[config.mk]
export PLATFORM = sky130hd
export DESIGN_NAME = usb_trn_tx
export DESIGN_NICKNAME = d
export VERILOG_FILES = /design/src/rtl/usb_defs.sv /design/src/rtl/usb_crc16.sv /design/src/rtl/usb_trn_tx.sv
export SDC_FILE = /design/constraint.sdc
export NUM_CORES = 1
export LEC_CHECK = 0
export ABC_AREA = 1
export BUFFER_PORTS_ARGS = -buffer_cell sky130_fd_sc_hd__buf_2
export CAP_MARGIN = 5
export CORE_MARGIN = 1.5
export CORE_UTILIZATION = 50
export DETAILED_ROUTE_END_ITERATION = 10
export PLACE_DENSITY_LB_ADDON = 0.05
export SLEW_MARGIN = 20
export SYNTH_ARGS = -nofsm -noshare
export SYNTH_HDL_FRONTEND = slang
export SYNTH_HIERARCHICAL = 1
export SYNTH_SLANG_ARGS = --single-unit
[constraint.sdc]
create_clock -name clk -period 1.85 [get_ports clk]
set_clock_uncertainty 0.1 [all_clocks]
set_input_delay 0.185 -clock clk [delete_from_list [all_inputs] [get_ports clk]]
set_output_delay 0.185 -clock clk [all_outputs]
set_load 0.01 [all_outputs]
[src/rtl/usb_defs.sv]
// usb_defs -- shared USB transmit definitions.
// Holds the PID nibble constants, the handshake and data type encodings,
// the CRC16 polynomial and initial value, the transmit FSM state type and
// small helpers that map type encodings to PID bytes and advance the CRC.
// Optional feature macro: USB_TX_UNDERRUN_EN adds the ABORT state.
package usb_defs;

  // Handshake type encodings on tx_trn_hsk_type
  localparam logic [1:0] HSK_ACK   = 2'b00;
  localparam logic [1:0] HSK_NYET  = 2'b01;
  localparam logic [1:0] HSK_NAK   = 2'b10;
  localparam logic [1:0] HSK_STALL = 2'b11;

  // Data type encodings on tx_trn_data_type
  localparam logic [1:0] DT_DATA0 = 2'b00;
  localparam logic [1:0] DT_DATA2 = 2'b01;
  localparam logic [1:0] DT_DATA1 = 2'b10;
  localparam logic [1:0] DT_MDATA = 2'b11;

  // PID nibbles (the wire byte is {~nibble, nibble})
  localparam logic [3:0] PID_ACK   = 4'h2;
  localparam logic [3:0] PID_NAK   = 4'hA;
  localparam logic [3:0] PID_STALL = 4'hE;
  localparam logic [3:0] PID_NYET  = 4'h6;
  localparam logic [3:0] PID_DATA0 = 4'h3;
  localparam logic [3:0] PID_DATA1 = 4'hB;
  localparam logic [3:0] PID_DATA2 = 4'h7;
  localparam logic [3:0] PID_MDATA = 4'hF;

  // CRC16: polynomial 0x8005 processed LSB first, hence the reflected form
  localparam logic [15:0] CRC16_POLY_REFL = 16'hA001;
  localparam logic [15:0] CRC16_INIT      = 16'hFFFF;

  typedef enum logic [2:0] {
    ST_IDLE   = 3'd0,
    ST_HSK    = 3'd1,
    ST_PID    = 3'd2,
    ST_DATA   = 3'd3,
    ST_CRC_LO = 3'd4,
    ST_CRC_HI = 3'd5
`ifdef USB_TX_UNDERRUN_EN
    ,
    ST_ABORT  = 3'd6
`endif
  } tx_state_e;

  function automatic logic [3:0] hsk_pid(input logic [1:0] t);
    logic [3:0] p;
    case (t)
      HSK_ACK:  p = PID_ACK;
      HSK_NYET: p = PID_NYET;
      HSK_NAK:  p = PID_NAK;
      default:  p = PID_STALL;
    endcase
    return p;
  endfunction

  function automatic logic [3:0] data_pid(input logic [1:0] t);
    logic [3:0] p;
    case (t)
      DT_DATA0: p = PID_DATA0;
      DT_DATA2: p = PID_DATA2;
      DT_DATA1: p = PID_DATA1;
      default:  p = PID_MDATA;
    endcase
    return p;
  endfunction

  function automatic logic [7:0] pid_byte(input logic [3:0] nib);
    return {~nib, nib};
  endfunction

  // One byte of CRC16, bit 0 of the data first
  function automatic logic [15:0] crc16_byte(input logic [15:0] crc, input logic [7:0] data);
    logic [15:0] c;
    c = crc ^ {8'h00, data};
    for (int i = 0; i < 8; i++) begin
      c = c[0] ? ((c >> 1) ^ CRC16_POLY_REFL) : (c >> 1);
    end
    return c;
  endfunction

endpackage

[src/rtl/usb_crc16.sv]
// usb_crc16 -- running CRC16 over accepted payload bytes.
// Ports:
//   clk      : clock, rising edge
//   rst      : synchronous active-high reset, loads CRC16_INIT
//   clear_i  : reload CRC16_INIT (takes priority over strobe_i)
//   data_i   : payload byte
//   strobe_i : fold data_i into the CRC this cycle
//   crc_o    : current CRC register (not inverted)
module usb_crc16
  import usb_defs::*;
(
  input  logic        clk,
  input  logic        rst,
  input  logic        clear_i,
  input  logic [7:0]  data_i,
  input  logic        strobe_i,
  output logic [15:0] crc_o
);

  logic [15:0] crc_q, crc_d;

  always_comb begin
    crc_d = crc_q;
    if (clear_i) begin
      crc_d = CRC16_INIT;
    end else if (strobe_i) begin
      crc_d = crc16_byte(crc_q, data_i);
    end
  end

  always_ff @(posedge clk) begin
    if (rst) begin
      crc_q <= CRC16_INIT;
    end else begin
      crc_q <= crc_d;
    end
  end

  assign crc_o = crc_q;

endmodule

[src/rtl/usb_trn_tx.sv]
// usb_trn_tx -- USB transaction-level packet transmitter.
// Turns handshake requests and payload streams into a PID/data/CRC byte
// stream towards the PHY.
// Ports:
//   clk, rst             : clock and synchronous active-high reset
//   tx_trn_send_hsk      : handshake request, held until tx_trn_hsk_sent
//   tx_trn_hsk_type      : 00 ACK, 10 NAK, 11 STALL, 01 NYET
//   tx_trn_hsk_sent      : handshake byte accepted (same cycle as m_tready)
//   tx_trn_data_start    : data packet in progress
//   tx_trn_data_type     : 00 DATA0, 10 DATA1, 01 DATA2, 11 MDATA
//   tx_trn_data*         : payload byte, valid, last, ready
//   m_tdata..m_tuser     : byte stream to PHY; m_tuser flags an aborted packet
//   tx_busy_o            : high whenever the FSM is not idle
// Handshake rule on m_*: a byte transfers in a cycle with m_tvalid && m_tready;
// while m_tvalid && !m_tready the byte on m_tdata is held unchanged. The payload
// side uses the same rule with tx_trn_data_valid/tx_trn_data_ready.
// Optional feature macro: USB_TX_UNDERRUN_EN. When defined a payload gap in
// DATA aborts the packet (ABORT state, m_tuser=1); otherwise gaps stall output.
module usb_trn_tx
  import usb_defs::*;
(
  input  logic       clk,
  input  logic       rst,
  input  logic       tx_trn_send_hsk,
  input  logic [1:0] tx_trn_hsk_type,
  output logic       tx_trn_hsk_sent,
  input  logic       tx_trn_data_start,
  input  logic [1:0] tx_trn_data_type,
  input  logic [7:0] tx_trn_data,
  input  logic       tx_trn_data_valid,
  input  logic       tx_trn_data_last,
  output logic       tx_trn_data_ready,
  output logic [7:0] m_tdata,
  output logic       m_tvalid,
  input  logic       m_tready,
  output logic       m_tlast,
  output logic       m_tuser,
  output logic       tx_busy_o
);

  tx_state_e   state_q, state_d;
  logic [1:0]  hsk_type_q, hsk_type_d;
  logic [1:0]  data_type_q, data_type_d;
  logic        crc_clear, crc_strobe;
  logic [15:0] crc;
`ifdef USB_TX_UNDERRUN_EN
  logic        abort_sent_q, abort_sent_d;
`endif

  usb_crc16 u_crc (
    .clk      (clk),
    .rst      (rst),
    .clear_i  (crc_clear),
    .data_i   (tx_trn_data),
    .strobe_i (crc_strobe),
    .crc_o    (crc)
  );

  always_ff @(posedge clk) begin
    if (rst) begin
      state_q     <= ST_IDLE;
      hsk_type_q  <= 2'b00;
      data_type_q <= 2'b00;
`ifdef USB_TX_UNDERRUN_EN
      abort_sent_q <= 1'b0;
`endif
    end else begin
      state_q     <= state_d;
      hsk_type_q  <= hsk_type_d;
      data_type_q <= data_type_d;
`ifdef USB_TX_UNDERRUN_EN
      abort_sent_q <= abort_sent_d;
`endif
    end
  end

  always_comb begin
    state_d           = state_q;
    hsk_type_d        = hsk_type_q;
    data_type_d       = data_type_q;
    m_tdata           = 8'h00;
    m_tvalid          = 1'b0;
    m_tlast           = 1'b0;
    m_tuser           = 1'b0;
    tx_trn_data_ready = 1'b0;
    tx_trn_hsk_sent   = 1'b0;
    crc_clear         = 1'b0;
    crc_strobe        = 1'b0;
`ifdef USB_TX_UNDERRUN_EN
    abort_sent_d      = abort_sent_q;
`endif
    // Outputs stay quiet for the whole reset cycle, not only after it.
    if (!rst) begin
      case (state_q)
        ST_IDLE: begin
          // Types are captured here so later input changes cannot alter the packet.
          if (tx_trn_send_hsk) begin
            hsk_type_d  = tx_trn_hsk_type;
            data_type_d = tx_trn_data_type;
            state_d     = ST_HSK;
          end else if (tx_trn_data_start) begin
            hsk_type_d  = tx_trn_hsk_type;
            data_type_d = tx_trn_data_type;
            state_d     = ST_PID;
          end
        end
        ST_HSK: begin
          m_tvalid        = 1'b1;
          m_tlast         = 1'b1;
          m_tdata         = pid_byte(hsk_pid(hsk_type_q));
          tx_trn_hsk_sent = m_tready;
          if (m_tready) state_d = ST_IDLE;
        end
        ST_PID: begin
          m_tvalid  = 1'b1;
          m_tdata   = pid_byte(data_pid(data_type_q));
          crc_clear = 1'b1;
          if (m_tready) state_d = ST_DATA;
        end
        ST_DATA: begin
          m_tdata           = tx_trn_data;
          m_tvalid          = tx_trn_data_valid;
          tx_trn_data_ready = m_tready;
          crc_strobe        = tx_trn_data_valid && m_tready;
          if (crc_strobe && tx_trn_data_last) begin
            state_d = ST_CRC_LO;
          end else if (!tx_trn_data_valid && !tx_trn_data_start) begin
            // Source ended the packet early (or sent no payload at all).
            state_d = ST_CRC_LO;
          end
`ifdef USB_TX_UNDERRUN_EN
          else if (!tx_trn_data_valid) begin
            abort_sent_d = 1'b0;
            state_d      = ST_ABORT;
          end
`endif
        end
        ST_CRC_LO: begin
          m_tvalid = 1'b1;
          m_tdata  = ~crc[7:0];
          if (m_tready) state_d = ST_CRC_HI;
        end
        ST_CRC_HI: begin
          m_tvalid = 1'b1;
          m_tlast  = 1'b1;
          m_tdata  = ~crc[15:8];
          if (m_tready) state_d = ST_IDLE;
        end
`ifdef USB_TX_UNDERRUN_EN
        ST_ABORT: begin
          if (!abort_sent_q) begin
            // Single marker byte telling the PHY to corrupt the packet.
            m_tvalid = 1'b1;
            m_tlast  = 1'b1;
            m_tuser  = 1'b1;
            if (m_tready) abort_sent_d = 1'b1;
          end else begin
            // Swallow the rest of the payload until the source lets go.
            tx_trn_data_ready = 1'b1;
            if ((tx_trn_data_valid && tx_trn_data_last) || !tx_trn_data_start) begin
              state_d = ST_IDLE;
            end
          end
        end
`endif
        default: state_d = ST_IDLE;
      endcase
    end
  end

  assign tx_busy_o = !rst && (state_q != ST_IDLE);

endmodule
# Yosys cells after proc, flatten, opt, wreduce, memory -nomap -nowiden
# Cells that the tools add are included.
[op_classes]
add_sub_neg = 0
multipliers = 0
n_reduce_logical = 17
shifts = 0
mux = 40
eq_ne = 14
n_bitwise = 13
n_lt_le_gt_ge = 0
div_mod_pow = 0
[op_table]
columns = ["operator", "count"]
rows = [
  ["16-bit two-way mux", 8],
  ["8-bit case mux with 5 select lines", 1],
  ["2-bit NOT with 3-bit output", 8],
  ["4-bit case mux with 3 select lines", 2],
  ["3-bit two-way mux", 7],
  ["4-bit two-way mux", 4],
  ["8-bit NOT", 2],
  ["16-bit by 8-bit XOR with 16-bit output", 1],
  ["3-bit case mux with 5 select lines", 1],
  ["1-bit two-way mux", 11],
  ["2-bit two-way mux", 4],
  ["8-bit two-way mux", 1],
  ["4-bit NOT", 2],
  ["3-bit by 2-bit == test with 1-bit output (second input constant)", 2],
  ["3-bit == test (second input constant)", 2],
  ["3-bit != test (second input constant)", 2],
  ["5-bit AND reduction", 1],
  ["2-bit by 1-bit == test with 1-bit output (second input constant)", 2],
  ["2-bit == test (second input constant)", 2],
  ["1-bit logical AND", 4],
  ["2-bit zero test", 2],
  ["2-bit != test (second input constant)", 2],
  ["2-bit OR reduction", 2],
  ["4-bit OR reduction", 1],
  ["other kinds (8)", 10],
]
[word_totals]
ff_bits = 23
wordCells = 88
input_bits = 19
ram_bits = 0
mem_count = 0
latch_bits = 0
mem_bits_ro = 0

# Depth between registers and ports, before layout
# Gate-level depths: netlist (run 1).
[depth]
word_depth = 17
ltp_mapped = 14
mapped_depth_nobuf = 14

# Modules after synthesis
# Netlist (run 1), hierarchy kept.
[modules_own_cells]
columns = ["module", "cells_per_inst", "area_per_inst_um2", "instances"]
rows = [
  ["usb_crc16", 151, 957.2, 1],
  ["usb_trn_tx", 128, 734.5, 1],
]

# Least setup slack after synthesis (run 1)
# No wires, ideal clock.
[synth_path]
path_type = "flip-flop to flip-flop"
from = "register state_q[1]"
to = "register u_crc.crc_q[11] (netlist: u_crc/crc_o[11])"
required_ns = 1.620
t_arrival_ns = 1.636
synth_period_minus_slack_ns = 1.866
setup_time_ns = 0.130
setup_slack_ns = -0.016
stages_incl_launch_ff = 10
path_cell_list = "dfxtp_1 -> nand2_4 -> nor2_8 -> inv_1 -> nor4_1 -> buf_2 -> inv_1 -> clkbuf_1 -> a21oi_1 -> o21ai_0"
[synth_rtl]
columns = ["element", "line", "rtl"]
rows = [
  ["start: declaration", "usb_trn_tx.sv:41", "tx_state_e state_q, state_d;"],
  ["start signal: assignment", "usb_trn_tx.sv:68", "state_q <= state_d;"],
  ["3-bit by 2-bit == test with 1-bit output", "usb_trn_tx.sv:94", "case (state_q)"],
  ["1-bit two-way mux", "usb_trn_tx.sv:94", ""],
  ["1-bit two-way mux", "usb_trn_tx.sv:93", "if (!rst) begin"],
  ["via crc_strobe", "usb_trn_tx.sv:44", "logic crc_clear, crc_strobe;"],
  ["end signal: assignment", "usb_crc16.sv:35", "crc_q <= crc_d;"],
  ["end: declaration", "usb_crc16.sv:20", "logic [15:0] crc_q, crc_d;"],
]
# The timed path passes the listed nets, and every way through them passes these cells.
# A chain may end at the register's enable or synchronous reset.

# Final worst setup path (run 1)
[layout_path]
from = "register state_q[0]"
to = "output m_tdata[2]"
[layout_via]
elab_chain_cells = 3
[layout_rtl]
columns = ["element", "line", "rtl"]
rows = [
  ["3-bit == test, or another cell as far along", "usb_trn_tx.sv:94", ""],
  ["8-bit case mux with 5 select lines (*)", "usb_trn_tx.sv:94", ""],
  ["8-bit two-way mux (*)", "usb_trn_tx.sv:93", ""],
  ["end: declaration", "usb_trn_tx.sv:33", "output logic [7:0] m_tdata,"],
]
# Every way passes the cells marked *; elsewhere a longest branch is shown, timed or not.

==> results by group, run 1 <==
Place
  – IO Port Bufs: 31
  – Pre-CTS WS: roughly 0.096 ns
  – GPL Wtd Cong: ~0.9
  – DP HPWL: approximately 3400 um

Setup path
  – Crit path max-delay cell type: dfxtp_4
  – Worst-case reg-to-reg path depth: 7
  – Top cell by count, worst path: nor2_1
  – Delay of the slowest critical-path stage: 0.44 ns
  – Crit. End Element: output pin
  – Arrival time worst endpoint: 1.53 ns
  – CP Launch Type: flip-flop
  – Total stage count of the critical path: 7
  – CP delay by family, top: flip-flops
  – Crit-path cells: inv_1 > nor2_2 > nand2_4 > o211ai_1 > nor2_1 > nor2_1 > buf_2
  – CP Max Fanout: 7
  – Buffers & Inverters on Critical Path: 2
  – Kind of critical path: reg -> out
  – Critical Path RT: around 1.6 ns

STA
  – RSZ-0062 raised after global routing: true
  – Count of final setup violators: 0
  – Slew Limit Fails: 0
  – Tcrit/Tclk final: 98.3%
  – Final worst slack: 0.0306 ns
  – Hold Violations, Final: 0
  – TNS Setup: 0 ns
  – Final hold slack: ~0.044 ns
  – Maximum operating frequency: 0.550 GHz
  – Tmin final: 1.82 ns

Power and ir drop
  – Max IR drop VDD: between 400 and 500 uV
  – Cell Pwr Density: 1030 nW/um^2
  – LEAKAGE: 1.05 nW

Layout
  – Layout cells sized above 1: 28.4%
  – Area of the multi-input gates: about 1100 um^2
  – Area delta synth->final: 22.5%
  – Final nets: 340
  – Fill count: 299
  – Sequential cell area: 472 um^2
  – Inserted Diodes: 0

Synthesis
  – Yosys synthesis warning count: 6
  – Syn Std Cell Area: approximately 1700 um^2
  – Post-synth EDFFs: 0
  – Syn_nets: 298
  – Seq/Total Area, Yosys: 27.2%
  – #FFs+latches synth: 23
  – Distinct cell type count after synthesis: 29
  – Top_reg_cell synth: dfxtp_1
  – Syn_area_per_cell: 6.06 um^2
  – Synthesized instance count: 279
  – Async S/R FF share, synth: 0%

Floorplan
  – I/O pin count: 33
  – Die Y: roughly 60 um
  – Full die area: between 3000 and 4000 um^2
  – Die Wd: 61.2 um
  – Core footprint: 3130 um^2
  – Cell row count: 20
  – Starting Density: 54.1%

CTS
  – CTS H-tree lvls: 1
  – Max Buffers Root-to-Sink: 2
  – Worst-skew pair later-pin latency: about 0.33 ns
  – Num CTS Buffers: 3
  – Post-CTS Hold Fix Bufs: 0
  – TritonCTS Sinks: 23
  – CTS tree: done
  – CTS root buffer: clkbuf_4
  – CTS clk-pin slew, worst paths: 0.13 ns

Route
  – Pre-antenna DRT Iters: 4
  – Drt wl/cell: 11.9 um
  – WL final: 4350 um
  – DRT iter0 DRCs: 116
  – Via density: a little over 5
  – Drc violations: 0
  – Total number of vias: 1842
  – Antenna-violating nets left: 0

GRT
  – First-pass GRT wire length: 7060 um
  – Total gr overflow: 0
  – Met3 usage in global routing: under 10%
  – Gr busiest metal: met2
  – Vias in the first global route: roughly 1500
  – Initial antenna violation count: 0
  – All-layer global routing usage: about a quarter
  – Largest net degree at the start of global routing: 17
  – Met2 Use GR: 42.2%
  – GR Util met1: 35.4%

Min path
  – Min-Delay Path Depth: 3
  – HP Class: in -> reg

Outcome
  – Outcome: finished clean

Job
  – Max-Cap Viols: 0
[where the power goes]
group / internal (W) / switching [W] / leakage, nW
registers: 0.000591 / 0.000126 / 0.190
logic: 0.000483 / 0.000686 / 0.850
clock network: 0.0000827 / 0.000168 / 0.0139
total: 0.00116 / 0.000980 / 1.05
[cell type report]
| cell class | instances | area share [%] |
|---|---|---|
| Clock buffer | 3 | 1.09 |
| Timing Repair Buffer | 43 | 12.4 |
| Tap cell | 44 | 2.66 |
| Clock inverter | 1 | 0.362 |
| Multi-Input combinational cell | 213 | 54.0 |
| Inverter | 37 | 6.76 |
| Sequential cell | 23 | 22.8 |
[state kept, by name (all words and copies together) (netlist names)]
| register | count |
|---|---|
| hsk_type_q | 2 |
| state_q | 3 |
| data_type_q | 2 |
| u_crc/crc_o | 16 |
[Yosys cell counts (2+ instances only)]
master / count / area [um^2]
clkbuf_1: 2 / 7.51
nor2_1: 25 / 93.8
nand2_2: 11 / 68.8
nand2_4: 2 / 22.5
o22ai_1: 4 / 25.0
a21oi_1: 20 / 100
xor2_1: 2 / 17.5
dfxtp_1: 23 / 460
nand2_1: 87 / 327
nor4_1: 2 / 12.5
o211ai_1: 10 / 75.1
buf_4: 2 / 15.0
nand3_1: 14 / 70.1
inv_2: 8 / 30.0
nand3_2: 2 / 20.0
o21ai_0: 25 / 125
inv_1: 28 / 105
[cell families after synthesis]
kind of cell / after synthesis / share of synthesized area (%)
other: 1 / 0.222
DFF: 23 / 27.2
AOI/OAI and AO/OA: 60 / 19.7
buffers and inverters: 43 / 10.5
and+or+nand+nor: 148 / 39.9
xor gates and xnor gates: 4 / 2.52
[path summary, 6_finish.rpt]
kind / start / end / slack [ns]
setup / recovery: state_q[0] / m_tdata[2] / 0.03
hold / removal: tx_trn_hsk_type[0] / hsk_type_q[0] / 0.04
setup reg to reg: state_q[1] / u_crc/crc_o[10] / 0.26
hold reg to reg: hsk_type_q[1] / hsk_type_q[1] / 0.38
[metrics by stage]
stage	util (%)	total power, W	area, um^2	instances
after floorplan	-	0.00137	1690	279
after global placement	61.5	0.00167	1920	355
after detailed placement	61.5	0.00167	1920	355
after CTS	63.4	0.00199	1980	359
after global routing	66.2	0.00232	2070	364
final	66.2	0.00214	2070	364
[worst register-to-register path: stages (launching register included)]
cell     delay (ns)
dfxtp_4        0.44
nand2_4        0.09
nor2_8         0.10
inv_1          0.08
nor4_2         0.23
buf_4          0.27
o21ai_0        0.11
o21ai_0        0.14
[cells in the final DEF (no fill, tap or decap)]
cell type / synthesis / final
conb_1: 1 / 1
a21oi_1: 20 / 20
o21ai_1: 0 / 3
nor4_1: 2 / 1
o22ai_1: 4 / 1
dfxtp_1: 23 / 20
nor2_1: 25 / 21
xor2_1: 2 / 2
nand3_2: 2 / 2
nand2_1: 87 / 83
o21ai_0: 25 / 22
buf_8: 0 / 1
nand2_4: 2 / 4
nand4_1: 1 / 1
inv_2: 8 / 9
inv_1: 28 / 27
nand3_4: 1 / 1
nand2_2: 11 / 13
buf_4: 2 / 10
nor3_1: 1 / 1
o22ai_2: 0 / 3
nor2_4: 1 / 3
buf_2: 1 / 31
buf_6: 1 / 1
nor4_2: 0 / 1
clkinvlp_4: 0 / 1
dfxtp_4: 0 / 3
xnor2_2: 1 / 1
nor2_8: 1 / 1
clkinv_2: 0 / 1
nor2_2: 0 / 2
xnor2_1: 1 / 1
o21a_1: 1 / 1
nand3_1: 14 / 14
clkbuf_4: 0 / 3
o211ai_1: 10 / 10
[routing by layer]
metal,vias to the layer above,wire length (um)
li1,983,-
met1,823,2130
met2,34,2030
met3,2,166
met4,0,24
met5,-,0
[what timing repair did]
action,4_1_cts,5_1_grt
setup buffers,0,5
resized for setup,10,17
pin swaps,0,7
setup endpoints to repair,9,9
gates cloned,0,0
No activity file was read; power rests on OpenSTA's default activity.
==> inputs of run 2 (changes only) <==
--- a/config.mk
+++ b/config.mk
@@ -11,7 +11,8 @@
 export CORE_MARGIN = 1.5
 export CORE_UTILIZATION = 50
 export DETAILED_ROUTE_END_ITERATION = 10
-export PLACE_DENSITY_LB_ADDON = 0.05
+export PLACE_DENSITY = 0.76
+export SETUP_SLACK_MARGIN = 0.05
 export SLEW_MARGIN = 20
 export SYNTH_ARGS = -nofsm -noshare
 export SYNTH_HDL_FRONTEND = slang
==> results by group, run 2 (synthesis results as in run 1) <==
STA
  – Max_slew headroom: 66.4%
  – Slew Limit Fails: 0
  – Count of final setup violators: 0
  – Hold Violations, Final: 0
  – Maximum operating frequency: 0.548 GHz
  – Tcrit/Tclk final: 98.6%
  – Tmin final: approximately 1.8 ns
  – Worst slew pin tran: 0.500 ns
  – RSZ-0062 raised after global routing: true

Floorplan
  – Full die area: between 3000 and 4000 um^2
  – Core footprint: 3130 um^2
  – Die Wd: about 61 um
  – Die Y: 61.2 um
  – I/O pin count: 33
  – Starting Density: 54.1%
  – Cell row count: 20

Route
  – Drt wl/cell: 12.7 um
  – Total number of vias: roughly 1900
  – Pre-antenna DRT Iters: 5
  – Via density: 5.25
  – DRT iter0 DRCs: 172
  – Drc violations: 0
  – WL final: 4610 um
  – Antenna-violating nets left: 0

Setup path
  – CP Launch Type: flip-flop
  – CP startpoint: state_q[0]
  – Crit. End Element: output pin
  – Kind of critical path: reg -> out
  – R2r setup slk: 0.18 ns
  – Worst-case reg-to-reg path depth: 7
  – Crit Reg-Reg Endpoint: u_crc/crc_o[10]
  – Critical Path RT: 1.56 ns
  – Top cell by count, worst path: nor2_1
  – R2R Path Start: state_q[0]
  – Delay of the slowest critical-path stage: 0.46 ns
  – Crit path max-delay cell type: dfxtp_4
  – Crit-path cells: nand2_4 > nor2_8 > buf_6 > nand2_1 > o211ai_1 > nor2_1 > nor2_1 > buf_2
  – Arrival time worst endpoint: about 1.5 ns
  – CP Max Fanout: 7

Layout
  – Layout cells sized above 1: roughly 28%
  – Sequential cell area: 472 um^2
  – Final Util: 65.5%
  – Most frequent cells in the layout: 82 x nand2_1, 31 x buf_2, 26 x inv_1
  – Post-Layout Inst Area: around 2000 um^2
  – Final nets: between 300 and 400
  – Inserted Diodes: 0
  – Post-route insts no fill: 362
  – Area of the multi-input gates: 1120 um^2
  – Most common cell after layout, fill and taps aside: nand2_1
  – Fill count: 302
  – Max reg flops: 16
  – Area delta synth->final: 21.1%

CTS
  – TritonCTS Sinks: 23
  – Worst-skew pair later-pin latency: roughly 0.32 ns
  – Num CTS Buffers: 3
  – CTS root buffer: clkbuf_4
  – CTS clk-pin slew, worst paths: 0.13 ns
  – Max Buffers Root-to-Sink: 2
  – CTS H-tree lvls: 1
  – Post-CTS Hold Fix Bufs: 0
  – CTS tree: done

Min path
  – Hold Path Origin: tx_trn_data_type[1]
  – Min-Delay Path Depth: 3
  – HP Class: in -> reg
  – End of the worst hold path: data_type_q[1]

Power and ir drop
  – LEAKAGE: ~1.0 nW
  – Max IR drop VDD: 470 uV
  – Cell Pwr Density: 1030 nW/um^2
  – Post-layout power: approximately 0.0021 W

GRT
  – Vias in the first global route: 1630
  – Total gr overflow: 0
  – Largest net degree at the start of global routing: 17
  – First-pass GRT wire length: 7380 um
  – Initial antenna violation count: 0
  – All-layer global routing usage: 26.1%

Place
  – GPL Wtd Cong: approximately 0.95
  – Dpl cell area: about 1900 um^2
  – DP HPWL: around 3300 um
  – IO Port Bufs: 31
  – Inst Count DP: 352

Outcome
  – Outcome: finished clean

Job
  – Max-Cap Viols: 0
-- run 2: how the worst max path moves through the flow --
stage	endpoint	slack (ns)
4_1_cts	m_tdata[2]	0.04
5_1_grt	m_tdata[3]	-0.08
3_5_place_dp	m_tdata[3]	0.10
2_1_floorplan	u_crc/crc_o[11]	0.07
6_report	m_tdata[2]	0.03
3_3_place_gp	u_crc/crc_o[12]	0.14
-- run 2: power by group --
part	internal, W	switching, W	leakage, nW
Clock	0.0000810	0.000158	0.0177
Sequential	0.000591	0.000130	0.190
Combinational	0.000443	0.000703	0.837
Total	0.00112	0.000991	1.04
-- run 2: cell type report --
class,instances,share of cell area (%)
inverters,37,6.96
flip-flops and latches,23,23.0
multi-input cells,213,54.6
clock inverters,1,0.244
repair buffers,41,11.4
clock buffers,3,1.10
well taps,44,2.69
-- run 2: worst max-delay path, delay by kind of cell, from the launching register on --
kind            cells  cell delay [ns]
flops               1             0.46
simple gates        5             0.40
buf+inv             2             0.28
compound gates      1             0.07
-- run 2: per-stage QoR --
step	setup slack, ns	hold slack (ns)	TNS (ns)
6_report	0.0262	0.0530	0
3_5_place_dp	0.103	0.370	0
2_1_floorplan	0.0732	0.276	0
5_1_grt	-0.0769	0.0557	-0.257
3_3_place_gp	0.143	0.366	0
4_1_cts	0.0383	0.0531	0
-- run 2: routing by layer --
metal	global-route usage (%)	routed length, um	vias to the layer above
li1	-	-	981
met1	35.9	2100	853
met2	43.8	2180	66
met3	4.62	313	2
met4	4.04	16	0
met5	0	0	-
-- run 2: what timing repair did --
item / 4_1_cts / 5_1_grt
pin swaps: 10 / 7
resized for setup: 16 / 17
hold endpoints to repair: 0 / 0
endpoints found under the setup margin: 9 / 20
cloned: 0 / 0
setup buffers: 5 / 1
==> inputs of run 3 (changes only) <==
--- a/config.mk
+++ b/config.mk
@@ -8,11 +8,10 @@
 export ABC_AREA = 1
 export BUFFER_PORTS_ARGS = -buffer_cell sky130_fd_sc_hd__buf_2
 export CAP_MARGIN = 5
-export CORE_MARGIN = 1.5
-export CORE_UTILIZATION = 50
+export CORE_UTILIZATION = 30
 export DETAILED_ROUTE_END_ITERATION = 10
-export PLACE_DENSITY = 0.76
 export SETUP_SLACK_MARGIN = 0.05
+export SKIP_CTS_REPAIR_TIMING = 1
 export SLEW_MARGIN = 20
 export SYNTH_ARGS = -nofsm -noshare
 export SYNTH_HDL_FRONTEND = slang
==> results by group, run 3 (synthesis results as in run 1) <==
Outcome
  – Outcome: finished clean

Layout
  – Final nets: 345
  – Area delta synth->final: 27.7%
  – Most common cell after layout, fill and taps aside: nand2_1
  – Max reg flops: 16
  – Post-Layout Inst Area: approximately 2200 um^2
  – Layout cells sized above 1: 28.6%
  – Sequential cell area: about 470 um^2
  – Most frequent cells in the layout: 84 x nand2_1, 31 x buf_2, 27 x inv_1
  – Inserted Diodes: 0
  – Fill count: 598
  – Area of the multi-input gates: between 1000 and 1500 um^2

Setup path
  – Crit path max-delay cell type: dfxtp_4
  – CP Launch Type: flip-flop
  – CP Max Fanout: 7
  – Critical Path RT: 1.56 ns
  – CP delay by family, top: buffers and inverters
  – Crit. End Element: output pin
  – Crit-path cells: buf_6 > nor2_4 > nand2_2 > buf_6 > o211ai_1 > nor2_1 > nor2_1 > buf_2
  – Arrival time worst endpoint: 1.56 ns
  – Kind of critical path: reg -> out
  – Buffers & Inverters on Critical Path: 3
  – Delay of the slowest critical-path stage: 0.38 ns

Place
  – Dpl cell area: 1980 um^2
  – GPL Wtd Cong: 0.863
  – Pre-CTS WS: 0.171 ns
  – IO Port Bufs: 31
  – DP HPWL: 3710 um

Power and ir drop
  – Switching power: 0.00105 W
  – Seq pwr share: between 30% and 40%
  – Sw frac: between 40 and 50%
  – Pint: 0.00130 W
  – Max IR drop VDD: roughly 470 uV
  – Cell Pwr Density: 1090 nW/um^2
  – Power share of the clock group: 14.6%
  – Post-layout power: 0.00235 W
  – Combinational share of power: 55.4%
  – LEAKAGE: 1.08 nW

Route
  – Drt wl/cell: roughly 13 um
  – DRT iter0 DRCs: 90
  – WL final: slightly below 5000 um
  – Drc violations: 0
  – Total number of vias: 1897
  – Antenna-violating nets left: 0
  – Pre-antenna DRT Iters: 4
  – Via density: 4.80

Floorplan
  – Full die area: 5940 um^2
  – I/O pin count: 33
  – Die Y: 77.1 um
  – Starting Density: 32.1%
  – Core footprint: 5270 um^2
  – Cell row count: 26
  – Die Wd: 77.1 um

GRT
  – All-layer global routing usage: 16.3%
  – Initial antenna violation count: 0
  – First-pass GRT wire length: 7780 um
  – Vias in the first global route: 1654
  – Total gr overflow: 0
  – Largest net degree at the start of global routing: 17

CTS
  – Worst-skew pair later-pin latency: 0.28 ns
  – CTS clk-pin slew, worst paths: 0.10 ns
  – CTS tree: done
  – CTS H-tree lvls: 1
  – CTS root buffer: clkbuf_8
  – TritonCTS Sinks: 23
  – Num CTS Buffers: 3
  – Max Buffers Root-to-Sink: 2

STA
  – Count of final setup violators: 0
  – Tcrit/Tclk final: 99.7%
  – RSZ-0062 raised after global routing: true
  – Final worst slack: 0.00646 ns
  – Maximum operating frequency: 0.542 GHz
  – Final hold slack: just over 0.1 ns
  – Slew Limit Fails: 0
  – Hold Violations, Final: 0
  – Tmin final: 1.84 ns

Min path
  – HP Class: in -> reg

Job
  – Max-Cap Viols: 0
==> run 3: changes by cell type in the layout (fill, tap and decap cells not counted), moves of 2 or more <==
cell	before	now
buf_4	9	12
buf_6	1	4
clkbuf_4	3	0
clkbuf_8	0	3
nand2_1	82	84
o21ai_0	17	20
o21ai_1	8	5
==> run 3: layout make-up <==
type	count	area share, %
timing repair buffer	48	14.1
clock inverter	1	0.347
multi-input combinational	213	51.2
tap	70	4.05
sequential	23	21.8
inverter	37	6.49
clock buffer	3	1.91
==> run 3: worst paths after layout <==
kind,from,to,slack [ns],depth (start not counted)
max reg2reg,state_q[2],u_crc/crc_o[11],0.23,9
min,tx_trn_hsk_type[1],hsk_type_q[1],0.10,3
min reg2reg,data_type_q[1],data_type_q[1],0.38,2
max,state_q[2],m_tdata[6],0.006,8
==> run 3: per-layer routing <==
layer,part of all wire [%],up-vias,track usage [%],routed length [um]
li1,-,995,-,-
met1,47,869,21.1,2300
met2,49,29,28.2,2400
met3,4.2,4,4.05,209
met4,0.69,0,1.70,34
met5,0,-,0,0
==> run 3: stage by stage <==
stage | utilization, % | TNS (ns) | std cells
floorplan | - | 0 | 279
global placement | 37.6 | 0 | 384
detailed placement | 37.6 | 0 | 384
CTS | 38.5 | -0.481 | 388
global route | 41.0 | -0.404 | 395
finish | 41.0 | 0 | 395
==> run 3: power by group through the flow <==
stage	Combinational (W)	Clock, W	Sequential (W)
6_report	0.00130	0.000344	0.000704
5_1_grt	0.00145	0.000369	0.000716
4_1_cts	0.00107	0.000348	0.000673
3_5_place_dp	0.00106	0	0.000682
3_3_place_gp	0.00106	0	0.000682
2_1_floorplan	0.000712	0	0.000664
==> run 3: worst reg2reg max path, cell delays in order (launching register included) <==
cell,delay (ns)
dfxtp_4,0.40
buf_6,0.13
nor2_4,0.04
nand2_2,0.07
buf_4,0.10
nor2_1,0.03
nor2_1,0.19
clkinv_2,0.19
a21oi_1,0.16
o21ai_0,0.09
